$ cat config.mk
export PLATFORM = sky130hd
export DESIGN_NAME = mul_result_ascii_flat
export DESIGN_NICKNAME = d
export VERILOG_FILES = /design/src/rtl/calc_pkg.sv /design/src/rtl/mul_result_ascii_if.sv /design/src/rtl/bin2bcd_seq.sv /design/src/rtl/mul_result_ascii.sv /design/src/flat_wrapper.sv
export SDC_FILE = /design/constraint.sdc
export NUM_CORES = 1
export LEC_CHECK = 0
export ABC_AREA = 1
export BUFFER_PORTS_ARGS = -buffer_cell sky130_fd_sc_hd__buf_4
export CORE_MARGIN = 2
export CORE_UTILIZATION = 54
export DETAILED_ROUTE_END_ITERATION = 10
export GPL_ROUTABILITY_DRIVEN = 0
export MAX_ROUTING_LAYER = met4
export PLACE_DENSITY = 0.77
export SLEW_MARGIN = 10
export SYNTH_ARGS = -nofsm -noshare
export SYNTH_HDL_FRONTEND = slang
export SYNTH_SLANG_ARGS = --single-unit
$ cat constraint.sdc
create_clock -name clk -period 1.7 [get_ports clk]
set_clock_uncertainty 0.15 [all_clocks]
set_input_delay 0.255 -clock clk [delete_from_list [all_inputs] [get_ports clk]]
set_output_delay 0.255 -clock clk [all_outputs]
set_load 0.05 [all_outputs]
$ cat src/rtl/calc_pkg.sv
// Shared definitions for the UART calculator output formatter.
// Holds the formatter state encoding, the ASCII constants it emits,
// the decimal digit count for a 32-bit product and a small helper that
// turns a BCD nibble into its ASCII character.
package calc_pkg;

   typedef enum logic [2:0] {
      IDLE,
      CONV,
      EMIT,
      CR,
      LF
   } state_t;

   localparam logic [7:0] ASCII_ZERO = 8'h30;
   localparam logic [7:0] ASCII_CR   = 8'h0D;
   localparam logic [7:0] ASCII_LF   = 8'h0A;
   localparam int         DEC_DIGITS = 10;

   // A BCD nibble always holds 0..9 here, so a plain offset from '0' is enough.
   function automatic logic [7:0] digit_char(input logic [3:0] nibble);
      return ASCII_ZERO + {4'h0, nibble};
   endfunction

endpackage

$ cat src/rtl/mul_result_ascii_if.sv
// Byte stream from the formatter to the UART transmitter.
//   tx_data  : ASCII byte being offered
//   tx_valid : tx_data is valid and held until accepted
//   tx_ready : transmitter takes the byte in this cycle
// master = formatter side, slave = UART transmitter side.
interface mul_result_ascii_if;

   logic [7:0] tx_data;
   logic       tx_valid;
   logic       tx_ready;

   modport master (
      output tx_data,
      output tx_valid,
      input  tx_ready
   );

   modport slave (
      input  tx_data,
      input  tx_valid,
      output tx_ready
   );

endinterface

$ cat src/rtl/bin2bcd_seq.sv
// Sequential double-dabble binary-to-BCD converter, one bit per cycle.
//   clk, rst : rising-edge clock, synchronous active-high reset
//   start    : load bin, clear the BCD register, begin WIDTH iterations
//   bin      : unsigned binary value, sampled when start is high
//   bcd      : packed BCD digits, digit 0 in the low nibble
//   done     : high during the cycle whose closing edge performs the last
//              iteration, so bcd is final in the following cycle
module bin2bcd_seq
   import calc_pkg::*;
#(
   parameter int WIDTH  = 32,
   parameter int DIGITS = DEC_DIGITS
) (
   input  logic                  clk,
   input  logic                  rst,
   input  logic                  start,
   input  logic [WIDTH-1:0]      bin,
   output logic [4*DIGITS-1:0]   bcd,
   output logic                  done
);

   localparam int CW = $clog2(WIDTH + 1);

   logic [WIDTH-1:0]          bin_reg;
   logic [CW-1:0]             count;
   logic [4*DIGITS-1:0]       adj;
   logic [4*DIGITS+WIDTH-1:0] shifted;

   // Add-3 correction: any digit of 5 or more would overflow past 9 after
   // the doubling shift, so it is pre-biased by 3 to carry correctly.
   always_comb begin
      adj = bcd;
      for (int d = 0; d < DIGITS; d++) begin
         if (bcd[4*d +: 4] >= 4'd5) begin
            adj[4*d +: 4] = bcd[4*d +: 4] + 4'd3;
         end
      end
   end

   assign shifted = {adj, bin_reg} << 1;
   assign done    = (count == CW'(1));

   // Iteration register: a start reloads everything, otherwise one shift of
   // {bcd, bin} per cycle while iterations remain.
   always_ff @(posedge clk) begin
      if (rst) begin
         bin_reg <= '0;
         bcd     <= '0;
         count   <= '0;
      end else if (start) begin
         bin_reg <= bin;
         bcd     <= '0;
         count   <= CW'(WIDTH);
      end else if (count != '0) begin
         bin_reg <= shifted[WIDTH-1:0];
         bcd     <= shifted[4*DIGITS+WIDTH-1:WIDTH];
         count   <= count - CW'(1);
      end
   end

endmodule

$ cat src/rtl/mul_result_ascii.sv
// Formats a multiplier product as unsigned decimal ASCII for the UART TX.
//   clk, rst : rising-edge clock, synchronous active-high reset
//   result   : product, valid in the done cycle
//   done     : single-cycle strobe from the multiplier
//   tx       : valid/ready byte stream to the UART transmitter (master)
//   busy     : high from capture until the final byte is accepted
//   overrun  : one-cycle pulse when done arrives while busy
// Leading zeros are suppressed (the last digit is always sent) and, when
// EOL_EN is set, CR LF follows the digits.
module mul_result_ascii
   import calc_pkg::*;
#(
   parameter int WIDTH  = 32,
   parameter bit EOL_EN = 1'b1
) (
   input  logic                 clk,
   input  logic                 rst,
   input  logic [WIDTH-1:0]     result,
   input  logic                 done,
   mul_result_ascii_if.master   tx,
   output logic                 busy,
   output logic                 overrun
);

   localparam logic [3:0] DIGIT_LAST = 4'(DEC_DIGITS - 1);

   state_t                  state, state_next;
   logic [3:0]              idx, idx_next;
   logic                    lead, lead_next;
   logic                    start;
   logic                    conv_done;
   logic [4*DEC_DIGITS-1:0] bcd;
   logic [3:0]              nibble;
   logic [7:0]              data;
   logic                    valid;

   bin2bcd_seq #(
      .WIDTH  (WIDTH),
      .DIGITS (DEC_DIGITS)
   ) u_bin2bcd (
      .clk   (clk),
      .rst   (rst),
      .start (start),
      .bin   (result),
      .bcd   (bcd),
      .done  (conv_done)
   );

   assign nibble      = bcd[{idx, 2'b00} +: 4];
   assign busy        = (state != IDLE);
   assign overrun     = done && busy && !rst;
   assign tx.tx_data  = data;
   assign tx.tx_valid = valid;

   // State, digit index and leading-zero flag registers.
   always_ff @(posedge clk) begin
      if (rst) begin
         state <= IDLE;
         idx   <= '0;
         lead  <= 1'b0;
      end else begin
         state <= state_next;
         idx   <= idx_next;
         lead  <= lead_next;
      end
   end

   // Next-state and output decode. tx_valid/tx_data depend only on the
   // registered state, index, flag and BCD digits; tx_ready only steers
   // where the FSM goes next. Done outside IDLE never reaches the
   // converter, so a stream in progress cannot be disturbed.
   always_comb begin
      state_next = state;
      idx_next   = idx;
      lead_next  = lead;
      start      = 1'b0;
      valid      = 1'b0;
      data       = 8'h00;
      unique case (state)
         IDLE: begin
            if (done) begin
               start      = 1'b1;
               state_next = CONV;
            end
         end
         CONV: begin
            if (conv_done) begin
               idx_next   = DIGIT_LAST;
               lead_next  = 1'b1;
               state_next = EMIT;
            end
         end
         EMIT: begin
            if (lead && (nibble == 4'd0) && (idx != 4'd0)) begin
               idx_next = idx - 4'd1;
            end else begin
               valid     = 1'b1;
               data      = digit_char(nibble);
               lead_next = 1'b0;
               if (tx.tx_ready) begin
                  if (idx != 4'd0) begin
                     idx_next = idx - 4'd1;
                  end else begin
                     state_next = EOL_EN ? CR : IDLE;
                  end
               end
            end
         end
         CR: begin
            valid = 1'b1;
            data  = ASCII_CR;
            if (tx.tx_ready) begin
               state_next = LF;
            end
         end
         LF: begin
            valid = 1'b1;
            data  = ASCII_LF;
            if (tx.tx_ready) begin
               state_next = IDLE;
            end
         end
         default: begin
            state_next = IDLE;
         end
      endcase
   end

endmodule

$ cat src/flat_wrapper.sv
// flat-port wrapper written by rule: the top's interface ports become plain ports
module mul_result_ascii_flat import calc_pkg::*;
#(
   parameter int WIDTH  = 32,
   parameter bit EOL_EN = 1'b1
)
  (clk, rst, result, done, busy, overrun, tx_tx_data, tx_tx_valid, tx_tx_ready);
  mul_result_ascii_if tx_i ();
  input  logic clk;
  input  logic rst;
  input  logic [WIDTH-1:0] result;
  input  logic done;
  output logic busy;
  output logic overrun;
  output wire logic [$bits(tx_i.tx_data)-1:0] tx_tx_data;
  output wire logic [$bits(tx_i.tx_valid)-1:0] tx_tx_valid;
  input wire logic [$bits(tx_i.tx_ready)-1:0] tx_tx_ready;
  assign tx_tx_data = tx_i.tx_data;
  assign tx_tx_valid = tx_i.tx_valid;
  assign tx_i.tx_ready = tx_tx_ready;
  mul_result_ascii #(.WIDTH(WIDTH), .EOL_EN(EOL_EN)) u_core (.clk(clk), .rst(rst), .result(result), .done(done), .tx(tx_i), .busy(busy), .overrun(overrun));
endmodule
==> impl_metrics.env, run 1 <==
export IMPL_ir_drop_mv=1.06
export IMPL_insertion_delay_ns=0.37
export IMPL_synth_top_area_frac=0.345
export IMPL_io_pins=47
export IMPL_clkTransAtPathRegs_ns=0.09
export IMPL_setup_viol=11
export IMPL_worstSetupPathType="reg2out"
export IMPL_violations="negative setup slack"
export IMPL_yosysMostFrequentCell="nand2_1"
export IMPL_critPathMaxFanout=8
export IMPL_finalHoldViolations=0
export IMPL_tns_ns=-4.59
export IMPL_slew_violations=0
export IMPL_final_setup_worst_slack_ns=-0.609
export IMPL_synth_commonest_cells="107 x nand2_1, 86 x dfxtp_1, 64 x inv_1, 52 x o21ai_0, 49 x nor2_1"
export IMPL_netlist_instances=650
export IMPL_avgViaCountPerCell=5.78
export IMPL_first_global_vias=4973
export IMPL_grt_max_degree=32
export IMPL_drc=0
export IMPL_synth_edf_count=0
export IMPL_rows=35
export IMPL_cp_end_kind="output port"
export IMPL_postRouteAntennaNets=0
export IMPL_regToRegSetupSlack_ns=-0.22
export IMPL_avgSynthCellArea_um2=7.67
export IMPL_antenna_found_initial=0
export IMPL_cts_sinks=86
export IMPL_drv_cap=0
export IMPL_status="finished with violations"
export IMPL_synth_warning_count=0
export IMPL_crit_path_cell_trace="buf_6 -> nand2_1 -> nand3_1 -> nand2_1 -> nand2_1 -> nand3_2 -> nor2_4 -> nand3_4 -> nand2_4 -> clkinvlp_4 -> buf_6"
export IMPL_cts_buffers_inserted=9
export IMPL_overflow=0
export IMPL_synth_seq_cells=86
export IMPL_p_leak_nw=3.06
export IMPL_dieArea_mm2=0.0100
export IMPL_syn_area_mm2=0.00499
export IMPL_crit_path_start_kind="register"
export IMPL_drtPass1Iterations=5
export IMPL_dpl_hpwl_mm=9.75
export IMPL_ys_seq_area_frac=0.345
export IMPL_grt_setup_unrepaired="yes"
export IMPL_cts_tree="yes"
export IMPL_synth_flop_cell="dfxtp_1"
export IMPL_nNetsFinal=842
export IMPL_wire_per_inst_um=16.1
export IMPL_synthTopCellsByArea="dfxtp_1 35%, nand2_1 8.1%, ha_1 6.0%"
export IMPL_vias=5188
export IMPL_routed_wl_mm=14.4
export IMPL_cts_max_path_buffers=2
export IMPL_start_util=0.547
export IMPL_largest_register_ff_count=40
export IMPL_cp_common_cell="nand2_1"
export IMPL_core_area_mm2=0.00911
export IMPL_fmax_mhz=433
export IMPL_crit_arrival_ns=1.90
export IMPL_grt_pass1_wl_mm=22.9
export IMPL_drt_iter0_drc=270
export IMPL_synth_async_reset_ratio=0
export IMPL_synth_cell_types=45
export IMPL_area_delta_synth_final_pct=36.9
export IMPL_grtUsageTotal=0.294
export IMPL_antenna_cells=0
export IMPL_pwr_density_cell_mw_per_mm2=1650
export IMPL_critical_path_top_delay_family="simple AND/OR/NAND/NOR gates"
export IMPL_port_buffers=44
export IMPL_cp_required_ns=1.29
export IMPL_die_h_um=100
export IMPL_fin_crit_ns=2.31
export IMPL_fp_dieW_um=100
export IMPL_timing_final_crit_share=1.36
export IMPL_cp_num_buf_inv=3
export IMPL_design_power_total_w=0.0113
export IMPL_max_stage_delay_ns=0.42
export IMPL_min_path_type="in2reg"
export IMPL_drive_gt1_frac=0.377
export IMPL_synth_area_leader_cell="dfxtp_1"
export IMPL_fin_util=0.750
export IMPL_root_buffer="clkbuf_8"
export IMPL_htreeDepth=3
export IMPL_slowest_stage="dfxtp_4"
## placed cells by master, fill, tap and decap left out, types with 7 or more instances in the layout
cell type and count:
a21oi_1 35, buf_4 126, buf_6 18, clkbuf_8 9, dfxtp_1 71, dfxtp_2 10
ha_1 15, inv_1 52, inv_2 15, nand2_1 95, nand2_2 11, nand3_1 31
nor2_1 45, nor2_4 9, nor3_1 33, o21ai_0 29, o21ai_1 27, o221ai_1 11
o221ai_2 18, o31ai_1 7, o32ai_2 7, xor2_1 17
## cell families (layout without fill, tap and decap cells)
logic type      Yosys count  in the layout  synth area share
compound gates          162            162             0.230
buf+inv                 111            247             0.102
other cells               1              2          0.000752
xor+xnor                 19             19            0.0334
fa+ha+maj                24             24            0.0602
flops                    86             86             0.345
simple gates            247            247             0.228
## layer usage
layer | wire length (µm) | up-vias | GRT usage
met5 | 0 | - | -
met4 | 424 | 0 | 0.123
met3 | 793 | 41 | 0.0529
met2 | 7320 | 198 | 0.495
met1 | 5910 | 2468 | 0.347
li1 | - | 2481 | -
## power breakdown
group | leakage, nW | switching [W] | total (W) | internal, W
combinational | 2.25 | 0.00393 | 0.00685 | 0.00292
clock | 0.0906 | 0.000826 | 0.00138 | 0.000549
sequential | 0.712 | 0.000435 | 0.00306 | 0.00262
## worst paths after layout
path                                               to  cells after the start                                  start
max                                     tx_tx_data[5]                     11             u_core.idx[0]$_SDFFE_PP0P_
max reg2reg                u_core.idx[0]$_SDFFE_PP0P_                     13             u_core.idx[0]$_SDFFE_PP0P_
min          u_core.u_bin2bcd.bin_reg[1]$_SDFFE_PP0P_                      3                              result[1]
min reg2reg     u_core.u_bin2bcd.bcd[31]$_SDFFE_PP0P_                      2  u_core.u_bin2bcd.bcd[31]$_SDFFE_PP0P_
## stage by stage
stage / hold slack (ns) / cell area (µm²) / std cells / setup slack [ns]
after global routing: 0.0183 / 6830 / 898 / -0.716
after floorplan: 0.254 / 5060 / 651 / -0.341
after CTS: 0.0101 / 6490 / 888 / -0.554
final: 0.00391 / 6830 / 898 / -0.609
after global placement: 0.300 / 6040 / 861 / -0.200
after detailed placement: 0.309 / 6040 / 861 / -0.273
## area by class of cell
cell class / count / area (µm²)
multi-input combinational: 454 / 3070
fill: 634 / 2280
sequential: 86 / 1750
timing repair buffer: 157 / 1380
inverter: 74 / 302
tap: 111 / 139
clock buffer: 9 / 124
clock inverter: 7 / 56.3
## repair_timing
item                                    CTS  global route
resized for setup                        53            91
endpoints found under the hold margin     1             0
pin swaps                                12            15
hold buffers                              1             0
cloned                                    3             1
endpoints found under the setup margin   55            67
buffers inserted                          8             9
## worst reg2reg max path: cells and delay by family (launching register included)
kind                   cells  cell delay, ns
buffers and inverters      2            0.29
flip-flops                 1            0.42
AND/OR/NAND/NOR           11            0.95
No activity file was read; power rests on OpenSTA's default activity.
==> inputs of run 2 (changes only) <==
Settings changed: RECOVER_POWER set to 25.
==> run 2 against run 1 <==
Net effect: the run still ends with negative setup slack left; die area stayed put; global-route usage stayed put; total power is 0.31% lower; final cell count stayed put; worst hold slack worse by 0.0024 ns; via count is 0.15% higher.
==> impl_metrics.env, run 2 (synthesized netlist as in run 1, its figures left out) <==
export IMPL_status="finished with violations"
export IMPL_violations="negative setup slack"
export IMPL_crit_path_cell_trace="buf_6 -> nand2_1 -> nand3_1 -> nand2_1 -> nand2_1 -> nand3_2 -> nor2_4 -> nand3_4 -> nand2_4 -> clkinvlp_4 -> buf_6"
export IMPL_wire_per_inst_um=16.1
export IMPL_postRouteAntennaNets=0
export IMPL_fp_dieW_um=100
export IMPL_final_cell_mix="124 x buf_4, 95 x nand2_1, 72 x dfxtp_1"
export IMPL_crit_path_start_kind="register"
export IMPL_grt_max_degree=32
export IMPL_die_h_um=100
export IMPL_overflow=0
export IMPL_grt_pass1_wl_mm=22.9
export IMPL_cts_max_path_buffers=2
export IMPL_cts_sinks=86
export IMPL_io_pins=47
export IMPL_antenna_cells=0
export IMPL_min_path_type="in2reg"
export IMPL_max_stage_delay_ns=0.42
export IMPL_grt_setup_unrepaired="yes"
export IMPL_finalHoldViolations=0
export IMPL_cp_required_ns=1.29
export IMPL_cp_common_cell="nand2_1"
export IMPL_fin_crit_ns=2.31
export IMPL_ir_drop_mv=1.06
export IMPL_clkTransAtPathRegs_ns=0.09
export IMPL_post_place_ws_ns=-0.273
export IMPL_drtPass1Iterations=5
export IMPL_drive_gt1_frac=0.376
export IMPL_start_util=0.547
export IMPL_core_area_mm2=0.00911
export IMPL_avgViaCountPerCell=5.79
export IMPL_area_delta_synth_final_pct=36.6
export IMPL_root_buffer="clkbuf_8"
export IMPL_final_setup_worst_slack_ns=-0.614
export IMPL_cts_buffers_inserted=9
export IMPL_vias=5196
export IMPL_tns_ns=-4.85
export IMPL_timing_final_crit_share=1.36
export IMPL_n_fill_cell=636
export IMPL_nNetsFinal=842
export IMPL_drt_iter0_drc=271
export IMPL_p_leak_nw=3.05
export IMPL_critPathMaxFanout=8
export IMPL_crit_arrival_ns=1.91
export IMPL_slowest_stage="dfxtp_4"
export IMPL_insertion_delay_ns=0.37
export IMPL_worstSetupPathType="reg2out"
export IMPL_slew_violations=0
export IMPL_dieArea_mm2=0.0100
export IMPL_setup_viol=30
export IMPL_first_global_vias=4973
export IMPL_final_common_cell="buf_4"
export IMPL_drv_cap=0
export IMPL_stdcell_area_mm2=0.00681
export IMPL_fmax_mhz=432
export IMPL_cp_end_kind="output port"
export IMPL_placed_cell_area_mm2=0.00604
export IMPL_routed_wl_mm=14.4
export IMPL_pwr_density_cell_mw_per_mm2=1650
export IMPL_grtUsageTotal=0.294
export IMPL_antenna_found_initial=0
export IMPL_rows=35
export IMPL_cts_tree="yes"
export IMPL_dpl_hpwl_mm=9.75
export IMPL_htreeDepth=3
export IMPL_drc=0
export IMPL_port_buffers=44
export IMPL_largest_register_ff_count=40
run 2: cell count changes in the layout (fill, tap and decap cells not counted):
cell | previous run | this run
clkbuf_2 | 0 | 2
buf_6 | 18 | 17
dfxtp_1 | 71 | 72
clkbuf_4 | 0 | 1
nor2_2 | 3 | 4
nor2_4 | 9 | 8
buf_4 | 126 | 124
dfxtp_2 | 10 | 9
run 2: worst max-delay path, delay by kind of cell, from the launching register on:
kind	cells	cell delay [ns]
simple gates	8	0.72
flops	1	0.42
buf+inv	3	0.39
run 2: path summary, 6_finish.rpt:
path,start,to,slack (ns),cells after the start
setup / recovery,u_core.idx[0]$_SDFFE_PP0P_,tx_tx_data[5],-0.61,11
hold / removal,result[1],u_core.u_bin2bcd.bin_reg[1]$_SDFFE_PP0P_,0.002,3
setup reg to reg,u_core.idx[0]$_SDFFE_PP0P_,u_core.idx[0]$_SDFFE_PP0P_,-0.22,13
hold reg to reg,u_core.u_bin2bcd.bcd[31]$_SDFFE_PP0P_,u_core.u_bin2bcd.bcd[31]$_SDFFE_PP0P_,0.33,2
run 2: per-stage QoR:
| stage | hold WS, ns | cells | total power (W) | utilization |
|---|---|---|---|---|
| 2_1_floorplan | 0.254 | 651 | 0.00687 | - |
| 3_3_place_gp | 0.300 | 861 | 0.00842 | 0.663 |
| 3_5_place_dp | 0.309 | 861 | 0.00870 | 0.663 |
| 4_1_cts | 0.0101 | 888 | 0.0106 | 0.712 |
| 5_1_grt | 0.0183 | 898 | 0.0120 | 0.748 |
| 6_report | 0.00151 | 898 | 0.0112 | 0.748 |
run 2: area by class of cell:
| type | count | area, µm² | area share |
|---|---|---|---|
| timing repair buffer | 157 | 1370 | 0.201 |
| inverter | 74 | 302 | 0.0443 |
| tap | 111 | 139 | 0.0204 |
| clock buffer | 9 | 124 | 0.0182 |
| sequential | 86 | 1750 | 0.257 |
| multi-input combinational | 454 | 3070 | 0.450 |
| clock inverter | 7 | 56.3 | 0.00826 |
run 2: power breakdown:
| group | internal (W) | total, W | switching (W) |
|---|---|---|---|
| Sequential | 0.00262 | 0.00305 | 0.000429 |
| Combinational | 0.00290 | 0.00682 | 0.00393 |
| Clock | 0.000549 | 0.00138 | 0.000829 |
| Total | 0.00606 | 0.0112 | 0.00518 |
run 2: metal layers:
metal | vias to the layer above | part of all wire | global-route usage
li1 | 2484 | - | -
met1 | 2476 | 0.41 | 0.347
met2 | 195 | 0.51 | 0.495
met3 | 41 | 0.055 | 0.0529
met4 | 0 | 0.030 | 0.123
met5 | - | 0 | -
run 2: repair_timing:
action                                 4_1_cts  5_1_grt
endpoints found under the hold margin        1        0
setup endpoints to repair                   55       67
setup buffers                                8        9
hold buffers                                 1        0
pin swaps                                   12       15
resized for setup                           53       91
cloned                                       3        1
